`src/rtl/program_sequencer_if.sv`:
```
// Fetch-side bundle between the program sequencer and the rest of the core:
// decoder/ALU control into the sequencer, fetch address and debug taps out.
interface program_sequencer_if #(
    parameter int ADDR_W = 8,
    parameter int CNT_W  = 8
);
    logic              jmp;
    logic              jmp_nz;
    logic [3:0]        ir_nibble;
    logic              dont_jmp;
    logic              hold;
    logic [ADDR_W-1:0] pm_addr;
    logic [ADDR_W-1:0] pc;
    logic [1:0]        state_o;
    logic              jmp_taken;
    logic              wrap;
    logic [CNT_W-1:0]  jmp_count;
    logic [CNT_W-1:0]  stall_count;
    logic [7:0]        from_PS;

    // Sequencer side: consumes control, produces address and status.
    modport master (
        input  jmp, jmp_nz, ir_nibble, dont_jmp, hold,
        output pm_addr, pc, state_o, jmp_taken, wrap,
               jmp_count, stall_count, from_PS
    );

    // Core side: drives control, observes address and status.
    modport slave (
        output jmp, jmp_nz, ir_nibble, dont_jmp, hold,
        input  pm_addr, pc, state_o, jmp_taken, wrap,
               jmp_count, stall_count, from_PS
    );
endinterface

```
`src/rtl/program_sequencer.sv`:
```
// Program sequencer: produces the program-memory fetch address for the 8-bit
// core. pm_addr feeds the asynchronous program-memory read port; the decoder
// captures the read data into ir on the same edge that pc captures pm_addr,
// so pc always names the instruction sitting in ir and jumps cost no bubble.
module program_sequencer #(
    parameter int                ADDR_W       = 8,
    parameter logic [ADDR_W-1:0] RESET_VECTOR = {ADDR_W{1'b0}},
    parameter int                CNT_W        = 8
) (
    input  logic                clk,
    input  logic                reset_n,
    program_sequencer_if.master bus
);

    typedef enum logic [1:0] {
        ST_RESET_FETCH = 2'd0,
        ST_RUN         = 2'd1,
        ST_HOLD        = 2'd2
    } state_t;

    localparam logic [ADDR_W-1:0] ADDR_ONES = {ADDR_W{1'b1}};
    localparam logic [ADDR_W-1:0] ADDR_ONE  = {{(ADDR_W-1){1'b0}}, 1'b1};
    localparam logic [CNT_W-1:0]  CNT_ONES  = {CNT_W{1'b1}};
    localparam logic [CNT_W-1:0]  CNT_ONE   = {{(CNT_W-1){1'b0}}, 1'b1};

    state_t            state_r;
    logic [ADDR_W-1:0] pc_r;
    logic              wrap_r;
    logic [CNT_W-1:0]  jmp_count_r;
    logic [CNT_W-1:0]  stall_count_r;

    logic [ADDR_W-1:0] pc_inc_s;
    logic [ADDR_W-1:0] target_s;
    logic [ADDR_W-1:0] next_addr_s;
    logic              jump_req_s;
    logic              take_s;
    logic              inc_sel_s;

    // Jump targets are page-aligned: the ir nibble selects the top 4 bits.
    assign pc_inc_s   = pc_r + ADDR_ONE;
    assign target_s   = {bus.ir_nibble, {(ADDR_W-4){1'b0}}};
    // jmp dominates; jmp_nz is gated by the ALU zero flag only.
    assign jump_req_s = bus.jmp | (bus.jmp_nz & ~bus.dont_jmp);
    // Jumps only count once ir holds a valid instruction and fetch is not held.
    assign take_s     = jump_req_s & (state_r == ST_RUN) & ~bus.hold;

    // Fetch address select; HOLD keeps refetching pc (including its exit
    // cycle) so a jump parked in ir survives the stall and fires in RUN.
    always_comb begin
        next_addr_s = pc_r;
        inc_sel_s   = 1'b0;
        if (!reset_n) begin
            next_addr_s = RESET_VECTOR;
        end else begin
            case (state_r)
                ST_RESET_FETCH: begin
                    next_addr_s = RESET_VECTOR;
                end
                ST_RUN: begin
                    if (bus.hold) begin
                        next_addr_s = pc_r;
                    end else if (take_s) begin
                        next_addr_s = target_s;
                    end else begin
                        next_addr_s = pc_inc_s;
                        inc_sel_s   = 1'b1;
                    end
                end
                ST_HOLD: begin
                    next_addr_s = pc_r;
                end
                default: begin
                    next_addr_s = RESET_VECTOR;
                end
            endcase
        end
    end

    // FSM, program counter, wrap pulse and saturating debug counters.
    always_ff @(posedge clk or negedge reset_n) begin
        if (!reset_n) begin
            state_r       <= ST_RESET_FETCH;
            pc_r          <= RESET_VECTOR;
            wrap_r        <= 1'b0;
            jmp_count_r   <= {CNT_W{1'b0}};
            stall_count_r <= {CNT_W{1'b0}};
        end else begin
            pc_r   <= next_addr_s;
            // Only a natural roll-over counts; a jump to 0 is not a wrap.
            wrap_r <= inc_sel_s & (pc_r == ADDR_ONES);

            if (take_s && (jmp_count_r != CNT_ONES)) begin
                jmp_count_r <= jmp_count_r + CNT_ONE;
            end else begin
                jmp_count_r <= jmp_count_r;
            end

            if ((state_r == ST_HOLD) && (stall_count_r != CNT_ONES)) begin
                stall_count_r <= stall_count_r + CNT_ONE;
            end else begin
                stall_count_r <= stall_count_r;
            end

            case (state_r)
                ST_RESET_FETCH: state_r <= ST_RUN;
                ST_RUN:         state_r <= bus.hold ? ST_HOLD : ST_RUN;
                ST_HOLD:        state_r <= bus.hold ? ST_HOLD : ST_RUN;
                default:        state_r <= ST_RESET_FETCH;
            endcase
        end
    end

    assign bus.pm_addr     = next_addr_s;
    assign bus.jmp_taken   = take_s;
    assign bus.pc          = pc_r;
    assign bus.state_o     = state_r;
    assign bus.wrap        = wrap_r;
    assign bus.jmp_count   = jmp_count_r;
    assign bus.stall_count = stall_count_r;

    // Debug tap is always 8 bits regardless of address width.
    generate
        if (ADDR_W >= 8) begin : g_tap_trunc
            assign bus.from_PS = pc_r[7:0];
        end else begin : g_tap_ext
            assign bus.from_PS = {{(8-ADDR_W){1'b0}}, pc_r};
        end
    endgenerate

endmodule

```
`src/flat_wrapper.sv`:
```
// flat-port wrapper written by rule: the top's interface ports become plain ports
module program_sequencer_flat 
#(
    parameter int                ADDR_W       = 8,
    parameter logic [ADDR_W-1:0] RESET_VECTOR = {ADDR_W{1'b0}},
    parameter int                CNT_W        = 8
)
  (clk, reset_n, bus_jmp, bus_jmp_nz, bus_ir_nibble, bus_dont_jmp, bus_hold, bus_pm_addr, bus_pc, bus_state_o, bus_jmp_taken, bus_wrap, bus_jmp_count, bus_stall_count, bus_from_PS);
  program_sequencer_if #(.ADDR_W(ADDR_W), .CNT_W(CNT_W)) bus_i ();
  input  logic clk;
  input  logic reset_n;
  input wire logic [$bits(bus_i.jmp)-1:0] bus_jmp;
  input wire logic [$bits(bus_i.jmp_nz)-1:0] bus_jmp_nz;
  input wire logic [$bits(bus_i.ir_nibble)-1:0] bus_ir_nibble;
  input wire logic [$bits(bus_i.dont_jmp)-1:0] bus_dont_jmp;
  input wire logic [$bits(bus_i.hold)-1:0] bus_hold;
  output wire logic [$bits(bus_i.pm_addr)-1:0] bus_pm_addr;
  output wire logic [$bits(bus_i.pc)-1:0] bus_pc;
  output wire logic [$bits(bus_i.state_o)-1:0] bus_state_o;
  output wire logic [$bits(bus_i.jmp_taken)-1:0] bus_jmp_taken;
  output wire logic [$bits(bus_i.wrap)-1:0] bus_wrap;
  output wire logic [$bits(bus_i.jmp_count)-1:0] bus_jmp_count;
  output wire logic [$bits(bus_i.stall_count)-1:0] bus_stall_count;
  output wire logic [$bits(bus_i.from_PS)-1:0] bus_from_PS;
  assign bus_i.jmp = bus_jmp;
  assign bus_i.jmp_nz = bus_jmp_nz;
  assign bus_i.ir_nibble = bus_ir_nibble;
  assign bus_i.dont_jmp = bus_dont_jmp;
  assign bus_i.hold = bus_hold;
  assign bus_pm_addr = bus_i.pm_addr;
  assign bus_pc = bus_i.pc;
  assign bus_state_o = bus_i.state_o;
  assign bus_jmp_taken = bus_i.jmp_taken;
  assign bus_wrap = bus_i.wrap;
  assign bus_jmp_count = bus_i.jmp_count;
  assign bus_stall_count = bus_i.stall_count;
  assign bus_from_PS = bus_i.from_PS;
  program_sequencer #(.ADDR_W(ADDR_W), .RESET_VECTOR(RESET_VECTOR), .CNT_W(CNT_W)) u_core (.clk(clk), .reset_n(reset_n), .bus(bus_i));
endmodule
```
`config.mk`:
```
export PLATFORM = sky130hd
export DESIGN_NAME = program_sequencer_flat
export DESIGN_NICKNAME = d
export VERILOG_FILES = /design/src/rtl/program_sequencer_if.sv /design/src/rtl/program_sequencer.sv /design/src/flat_wrapper.sv
export SDC_FILE = /design/constraint.sdc
export NUM_CORES = 1
export LEC_CHECK = 0
export CORE_ASPECT_RATIO = 0.9
export CORE_MARGIN = 2
export CORE_UTILIZATION = 49
export CTS_CLUSTER_SIZE = 12
export DETAILED_ROUTE_END_ITERATION = 10
export MAX_ROUTING_LAYER = met4
export PLACE_DENSITY = 0.87
export REMOVE_ABC_BUFFERS = 1
export SYNTH_ARGS = -nofsm -noshare
export SYNTH_HDL_FRONTEND = slang
export SYNTH_SLANG_ARGS = --single-unit
```
`constraint.sdc`:
```
create_clock -name clk -period 5.2 [get_ports clk]
set_clock_uncertainty 0.05 [all_clocks]
set_input_delay 1.04 -clock clk [delete_from_list [all_inputs] [get_ports clk]]
set_output_delay 1.04 -clock clk [all_outputs]
set_load 0.1 [all_outputs]
```
==> metrics.md <==
| Metric | Value |
|---|---|
| Die width | `65.3 µm` |
| Predominant post-synthesis flop cell | `dfrtp_1` |
| Commonest non-fill, non-tap cells in the layout | `clkdlybuf4s50_1 (44), dfrtp_1 (27), nand4_1 (13), nand2_1 (12), nand3_1 (9)` |
| Avg Cell Area, Syn | `9.88 µm²` |
| DIE HEIGHT | `59.2 µm` |
| Seq/Total Area, Yosys | `0.407` |
| P_leak | `0.000911 µW` |
| Die area | `3870 µm²` |
| Final min period | `4.21 ns` |
| Final Max Slew Viols | `0` |
| Drt initial violations | `147` |
| Port Buffers | `53` |
| Pre-CTS setup slack | `0.999 ns` |
| Post-Syn Area | `1660 µm²` |
| Fin crit share | `0.810` |
| DR vias | `1,465` |
| Share of cells above drive strength 1 | `0.113` |
| RSZ-0062 raised after global routing | `no` |
| Total grt overflow | `0` |
| Initial Util | `0.502` |
| Least-Margin Pin Slew | `0.981 ns` |
| Initial antenna violation count | `0` |
| Pwr Total | `1230 µW` |
| Fmax | `237 MHz` |
| PD cells | `541 nW/µm²` |
| Diode count | `0` |
| Boundary Pins | `54` |
| Nets | `231` |
| Slew margin rel. | `0.344` |
| Post-CTS sizing | `0` |
| Fin area | `2270 µm²` |
| Largest net degree at the start of global routing | `17` |
| Max-Cap Viols | `0` |
| Maximum vdd drop | `0.523 mV` |
| Num rows | `20` |
| Drt pass-1 iters | `5` |
| Post-synth EDFFs | `0` |
| Final GP Congestion | `0.914` |
| Worst Path Max Fanout | `13` |
| Yosys reg bits | `27` |
| Ys Warns | `0` |
| CTS H-tree lvls | `1` |
| Commonest non-fill, non-tap cell in the layout | `clkdlybuf4s50_1` |
| Crit path DAT | `3.12 ns` |
| Root Buffer | `clkbuf_8` |
| FILL cells | `258` |
| Latest clock arrival within the worst-skew pair | `0.28 ns` |
| Post-DR wirelength/cell | `15.2 µm` |
| Reg2reg setup slack | `3.23 ns` |
| Core area | `3300 µm²` |
| DRT Wirelength | `3920 µm` |
| Sink Count | `27` |
| Ys async rst share | `1.00` |
| Worst Hold Class | `reg -> reg` |
| Worst Setup End Kind | `primary output` |
| Final Worst Setup Slack | `0.989 ns` |
| DRC viols | `0` |
| Final hold viol count | `0` |
| Clock slew at reported path FFs | `0.08 ns` |
| CP Class | `in -> out` |
| Vias in the first global route | `1,379` |
| Placed cells | `253` |
| CTS buffer count | `3` |
| Post-CTS setup buffers | `0` |
| CP startpoint kind | `input port` |
| Synth unique cells | `44` |
| Crit path required time | `4.11 ns` |
| Post-Route Utilization | `0.689` |
| DP HPWL | `3010 µm` |
| Syn Inst Count | `168` |
| Final setup vio count | `0` |
| Vias per inst | `5.70` |
| CTS Hold Buffers Added | `0` |
| Antenna viol nets, final | `0` |
| Status | `complete, no violations` |
| P&R area growth vs syn | `37.1%` |
| Placed cell areas | `2230 µm²` |
| First-pass GRT wire length | `6480 µm` |
| Fin cells | `257` |
| CTS Buffer Depth | `2` |
| GRT Total Usage | `0.223` |
| CTS tree | `done` |
==> layer usage <==
layer  vias up  GRT usage  routed length, µm
li1        705          -                  -
met1       693      0.303               1750
met2        57      0.343               1890
met3        10     0.0342                215
met4         0     0.0774                 59
met5         -          -                  0
==> logic make-up after synthesis <==
kind of cell	share of synthesized area
buf+inv	0.0686
mux	0.0158
xor+xnor	0.0581
flops	0.407
fa+ha+maj	0.0528
simple gates	0.226
compound gates	0.171
==> synth_stat cells (3+ instances only) <==
library cell / number / share of area
xor2_1: 3 / 0.016
o21a_1: 3 / 0.014
a21oi_1: 6 / 0.018
xnor2_1: 8 / 0.042
o21ai_0: 7 / 0.021
buf_4: 8 / 0.036
o211ai_1: 5 / 0.023
clkbuf_1: 3 / 0.0068
nand2_1: 12 / 0.027
dfrtp_1: 27 / 0.41
inv_1: 4 / 0.0090
ha_1: 7 / 0.053
and3_1: 5 / 0.019
a31oi_1: 4 / 0.015
nand3_1: 9 / 0.027
and2_1: 4 / 0.015
nand4_1: 13 / 0.049
nor2_1: 8 / 0.018
==> state kept, by name, summed over array words and instances (netlist names) <==
signal / flops
u_core.bus.from_PS: 8
u_core.bus.stall_count: 8
u_core.bus.wrap: 1
u_core.bus.jmp_count: 8
u_core.bus.state_o: 2
==> where the power goes <==
part	switching (µW)	internal, µW	leakage [µW]
combinational	584	198	0.000532
sequential	69.3	258	0.000358
clock	67.0	54.5	0.0000217
==> stage by stage <==
stage / TNS (ns) / hold WS [ns]
6_report: 0 / 0.450
3_5_place_dp: 0 / 0.435
3_3_place_gp: 0 / 0.435
4_1_cts: 0 / 0.449
2_1_floorplan: -0.648 / 0.694
5_1_grt: 0 / 0.458
==> critical path, stage by stage <==
cell and delay [ns]:
clkdlybuf4s50_1 0.61, inv_1 0.32, o211a_1 0.37, o311ai_2 0.13
a211oi_1 0.28, buf_4 0.35
==> path summary, 6_finish.rpt <==
path | from | endpoint | cells past startpoint
worst max-delay path | bus_hold | bus_pm_addr[6] | 6
worst min register to register | u_core.bus.jmp_count[5]$_DFFE_PN0P_ | u_core.bus.jmp_count[5]$_DFFE_PN0P_ | 1
min in group asynchronous | reset_n | u_core.bus.jmp_count[3]$_DFFE_PN0P_ | 1
worst max register to register | u_core.bus.state_o[1]$_DFF_PN0_ | u_core.bus.jmp_count[1]$_DFFE_PN0P_ | 5
max in group asynchronous | reset_n | u_core.bus.jmp_count[4]$_DFFE_PN0P_ | 2
worst min-delay path | u_core.bus.jmp_count[5]$_DFFE_PN0P_ | u_core.bus.jmp_count[5]$_DFFE_PN0P_ | 1
==> layout make-up <==
type	instances	area [µm²]	area share
clock buffer	3	41.3	0.0182
clock inverter	1	7.51	0.00330
inverter	4	15.0	0.00660
multi-input combinational	123	870	0.382
sequential	27	676	0.297
tap	44	55.1	0.0242
timing repair buffer	55	611	0.268
No activity file was read; power rests on OpenSTA's default activity.
